--- src/rtl/switch_reader_4bits.sv ---
// Four-pin switch reader: two-stage synchronizer, prescaled per-bit debouncer,
// and a valid/ack event register reporting which bits changed since the last ack.
module switch_reader_4bits #(
  parameter int N  = 22,
  parameter int DB = 4
) (
  input  logic       clk,
  input  logic       rst,
  input  logic [3:0] sw,
  input  logic       ack,
  output logic [3:0] data,
  output logic [3:0] changed,
  output logic       valid,
  output logic       overrun
);

  // Handshake: valid stays high while an event is pending; the consumer
  // drives ack high for at least one cycle while valid=1 to retire it.
  // ack while idle has no effect.

  typedef enum logic {
    IDLE    = 1'b0,
    PENDING = 1'b1
  } state_t;

  localparam logic [3:0] DB_LAST = 4'(DB - 1);

  state_t       state, state_nx;
  logic [3:0]   s1, s2;
  logic [N-1:0] pre;
  logic         tick;
  logic [3:0]   cnt [4];
  logic [3:0]   commit;
  logic         ev;
  logic [3:0]   changed_nx;
  logic         overrun_nx;

  always_ff @(posedge clk) begin
    if (rst) begin
      s1  <= '0;
      s2  <= '0;
      pre <= '0;
    end else begin
      s1  <= sw;
      s2  <= s1;
      pre <= pre + 1'b1;
    end
  end

  assign tick = &pre;

  always_comb begin
    commit = '0;
    for (int i = 0; i < 4; i++) begin
      commit[i] = tick && (s2[i] != data[i]) && (cnt[i] == DB_LAST);
    end
  end

  assign ev = |commit;

  // A matching tick restarts the run, so only DB back-to-back mismatches flip data.
  always_ff @(posedge clk) begin
    if (rst) begin
      data <= '0;
      for (int i = 0; i < 4; i++) cnt[i] <= '0;
    end else if (tick) begin
      for (int i = 0; i < 4; i++) begin
        if (s2[i] == data[i]) begin
          cnt[i] <= '0;
        end else if (cnt[i] == DB_LAST) begin
          data[i] <= s2[i];
          cnt[i]  <= '0;
        end else begin
          cnt[i] <= cnt[i] + 4'd1;
        end
      end
    end
  end

  always_comb begin
    state_nx   = state;
    changed_nx = changed;
    overrun_nx = overrun;
    case (state)
      IDLE: begin
        if (ev) begin
          state_nx   = PENDING;
          changed_nx = commit;
        end
      end
      PENDING: begin
        if (ack) begin
          overrun_nx = 1'b0;
          if (ev) begin
            changed_nx = commit;
          end else begin
            state_nx   = IDLE;
            changed_nx = '0;
          end
        end else if (ev) begin
          changed_nx = changed | commit;
          overrun_nx = 1'b1;
        end
      end
      default: state_nx = IDLE;
    endcase
  end

  always_ff @(posedge clk) begin
    if (rst) begin
      state   <= IDLE;
      changed <= '0;
      overrun <= 1'b0;
    end else begin
      state   <= state_nx;
      changed <= changed_nx;
      overrun <= overrun_nx;
    end
  end

  assign valid = (state == PENDING);

endmodule
--- config.mk ---
export PLATFORM = sky130hd
export DESIGN_NAME = switch_reader_4bits
export DESIGN_NICKNAME = d
export VERILOG_FILES = /design/src/rtl/switch_reader_4bits.sv
export SDC_FILE = /design/constraint.sdc
export NUM_CORES = 1
export LEC_CHECK = 0
export BUFFER_PORTS_ARGS = -buffer_cell sky130_fd_sc_hd__buf_4
export CORE_MARGIN = 5
export CORE_UTILIZATION = 58
export CTS_CLUSTER_DIAMETER = 100
export DETAILED_ROUTE_END_ITERATION = 10
export GPL_TIMING_DRIVEN = 0
export PLACE_DENSITY = 0.77
export SKIP_CTS_REPAIR_TIMING = 1
export SYNTH_ARGS = -nofsm -noshare
export SYNTH_HDL_FRONTEND = slang
export SYNTH_SLANG_ARGS = --single-unit
--- constraint.sdc ---
create_clock -name clk -period 5.3 [get_ports clk]
set_input_delay 0.53 -clock clk [delete_from_list [all_inputs] [get_ports clk]]
set_output_delay 0.53 -clock clk [all_outputs]
set_load 0.02 [all_outputs]
# Word level (Yosys, flattened, before mapping)
# Memories as Yosys holds them, arrays and structs flattened.
# Index checks and enable logic that the tools add are counted.
# totals
wordCells,145
rom_bits,0
n_memories,1
output_inout_bits,10
in_bits,7
latchBits,0
register_bits,40
ram_bits,16
# mem_list
name,words,word_bits,rd,rd_ports_with_merged_regs,wr,line_no,text
cnt,4,4,4,0,4,32,logic [3:0] cnt [4];
# classes
addsub,5
div_mod_pow,0
n_bitwise,18
shift,0
n_eq_ne,14
n_mul,0
order_cmp,0
n_reduce_logical,17
muxes,80
# ops
operator,n
$reduce_and A24 Y1,4
$mux W4,16
$mux W1,62
$add A22 B1 Y22 const B,1
$reduce_and A22 Y1,1
$add A4 B1 Y4 const B,4
$eq A4 B2 Y1 const B,4
$or A1 B1 Y1,12
$logic_and A1 B1 Y1,8
$pmux W4 S2,1
$not A1 Y1,5
$eq A1 B1 Y1,4
$ne A1 B1 Y1,4
$or A4 B4 Y4,1
$reduce_and A2 Y1,2
$reduce_or A4 Y1,1
$ne A3 B2 Y1 const B,1
$ne A2 B2 Y1 const B,1
$pmux W1 S2,1
$reduce_bool A2 Y1,1

# Longest topological paths before layout
# logic_depth
word_depth,8
ltp_mapped,5
ltp_nobuf,5

# Worst setup path before layout
# OpenSTA, ideal clock, no wires.
# synth_path
kind,register to register
start,reg pre[0]
end,mem cnt[0][0] (enable)
stages_incl_launch_ff,5
setup_time_ns,0.367
slack_ns,3.049
synth_period_minus_slack_ns,2.251
arrival_time_ns,1.884
required_ns,4.933
path_cell_list,dfxtp_1 -> ha_1 -> nand3_2 -> nor4_2 -> a21o_1
# synth_lines
element,line_no,text
from (decl),30,logic [N-1:0] pre;
from (signal assigned),46,pre <= pre + 1'b1;
to (decl),32,

==> flow_summary.yaml <==
run_status:
  status: "finished clean"
min_path:
  whs_path_depth: 2
  min_from: "sw[3]"
  hold_path.class: "in2reg"
  whs_endpoint: "s1[3]"
power_and_ir_drop:
  power.density_nw_per_um2: 260
  intPower_uw: 557
  power_frac_seq_pct: 64.3
  ir_drop_mv: 0.179
  p_total_uw: 713
  p_leak_nw: 0.904
  power_frac_comb_pct: 4.6
  clockPowerShare_pct: 31.0
  switchingPower_uw: 156
  switching_share_pct: 21.9
job:
  drv_cap: 0
setup_path:
  slowest_delay_ps: 940
  reg2reg_slack_ps: 2530
  crit_slowest_cell: "nor4_2"
  worstPathMaxFanout: 16
  rr_worst_depth: 4
  arrival_ps: 2720
  worstPathCellList: "ha_1, nand3_2, nor4_2, a21o_1"
  crit_family: "simple AND/OR/NAND/NOR gates"
  timing.critical_path.buf_inv: 0
  crit_path_start_kind: "flip-flop"
  end_kind: "flip-flop"
  r2r-start: "pre[0]"
  required_ps: 5250
  reg2reg_to: "cnt[2][2]"
  crit_type: "reg2reg"
timing:
  rsz0062_at_grt: "false"
  period_share_pct: 52.3
  drv_slew: 0
  worst_slew_pin_slew_ps: 1010
  fmax_mhz: 361
  final.setup_skew_ps: 12.2
  hold_viol: 0
  fin_crit_ps: 2770
  slew_headroom_pct: 31.9
  finalSetupTns_ps: 0
  setup_viol: 0
  worst_hold_slack_ps: 432
floorplanning:
  floorplan.rows: 23
  dieArea_um2: 5700
  die_h_um: 75.5
  start_util_pct: 60.9
  core_area_um2: 4090
  ios: 17
  die_w_um: 75.5
cts:
  cts_max_level: 2
  clkTransAtPathRegs_ps: 90
  cts_buffers: 5
  worstSkewPairLatency_ps: 310
  cts_root_buffer: "clkbuf_8"
  cts.sinks: 56
  cts_buffer_depth: 2
  cts_tree: "built"
routing:
  wl_per_cell_um: 15.1
  routed_wl_um: 4800
  postRouteAntennaNets: 0
  drtIter0Drc: 91
  drt_pass1_iterations: 4
  num_vias: 1873
  drc: 0
  via_per_inst: 5.89
synthesis:
  yosys.area.top_type: "dfxtp_1"
  synthFlopType: "dfxtp_1"
  ys_ff_latch: 56
  synthTopCellsByCount: "dfxtp_1, nor2_1, edfxtp_1"
  postSynthCellCount: 245
  syn_area_um2: 2490
  synthArstFlopShare_pct: 0
  yosysMostFrequentCell: "dfxtp_1"
  synth_edf_count: 16
  synth_warnings: 0
  yosysTopAreaCellShare_pct: 32.2
  seq_area_frac_synth_pct: 51.5
  synth_cell_types: 37
  yosys-top-cells-area: "dfxtp_1, edfxtp_1, xnor2_1, xor2_1, nor2_1"
  syn_nets: 257
  syn_avg_cell_area_um2: 10.2
global_route:
  grt_first_pass_wirelength_um: 8340
  grt_overflow: 0
  grt_pass1_vias: 1903
  grt_max_degree: 17
  track_usage_pct: 19.0
  antenna_found_initial: 0
final_layout:
  fin_util_pct: 67.2
  nFillCells: 311
  fin_cells: 318
  n_antenna_cell: 0
  multi_input_area_um2: 1150
  drive_gt1_share_pct: 11.6
  area_delta_synth_final_pct: 10.4
  layout.nets: 279
  regArea_um2: 1280
place:
  io_buffers: 15
  dp.final_hpwl_um: 3470
  place.gp.congestion: 0.758
  dp_cells: 310
per-stage QoR:
| step | cell area [µm²] | setup WS [ps] |
|---|---|---|
| floorplan | 2490 | 3050 |
| global placement | 2660 | 2600 |
| detailed placement | 2660 | 2490 |
| CTS | 2750 | 2490 |
| global route | 2750 | 2370 |
| finish | 2750 | 2530 |
layout by cell type (no fill, tap or decap), types with 9 or more instances in the layout:
| cell type | n |
|---|---|
| nor2b_1 | 11 |
| a21oi_1 | 12 |
| nand2_1 | 10 |
| edfxtp_1 | 16 |
| dfxtp_1 | 40 |
| xor2_1 | 12 |
| buf_4 | 15 |
| o21ai_0 | 9 |
| xnor2_1 | 13 |
| nor3_1 | 13 |
| nor2_1 | 22 |
final cells by class:
type | instances | share of cell area, %
Tap cell | 50 | 2.28
Multi-Input combinational cell | 174 | 41.8
Sequential cell | 56 | 46.7
Inverter | 8 | 1.09
Clock inverter | 2 | 0.410
Timing Repair Buffer | 15 | 4.10
Buffer | 7 | 1.00
Clock buffer | 6 | 2.64
worst max-delay path by stage:
stage / from / slack (ps) / cells after the start / endpoint
6_report: pre[0] / 2530 / 4 / cnt[2][2]
3_5_place_dp: pre[0] / 2490 / 4 / cnt[3][2]
3_3_place_gp: pre[0] / 2600 / 4 / cnt[2][1]
5_1_grt: pre[0] / 2370 / 4 / cnt[3][2]
2_1_floorplan: pre[0] / 3050 / 4 / cnt[0][0]
4_1_cts: pre[0] / 2490 / 4 / cnt[3][2]
logic make-up after synthesis:
logic type	count (synthesis)	synth area share, %
AOI/OAI and AO/OA	37	9.46
xor gates and xnor gates	25	8.80
and+or+nand+nor	107	25.4
DFF	56	51.5
adders and majority gates	5	2.52
buffers and inverters	15	2.31
sequential cells by signal, summed over array words and instances, names as in the netlist:
name and cells:
pre 22, overrun 1, s2 4, valid 1, s1 4, cnt 16, changed 4, data 4
power by group through the flow:
stage               Clock, mW  Sequential (mW)  Combinational [mW]
floorplan                   0            0.466              0.0236
global placement            0            0.468              0.0318
detailed placement          0            0.469              0.0332
CTS                     0.227            0.459              0.0335
global route            0.239            0.460              0.0375
finish                  0.221            0.459              0.0332
metal layers:
layer	routed length (µm)	global-route usage, %	up-vias
li1	-	-	936
met5	0	0	-
met2	2370	31.9	24
met1	2190	24.1	903
met3	154	4.75	10
met4	83	6.02	0
No activity file was read; power rests on OpenSTA's default activity.
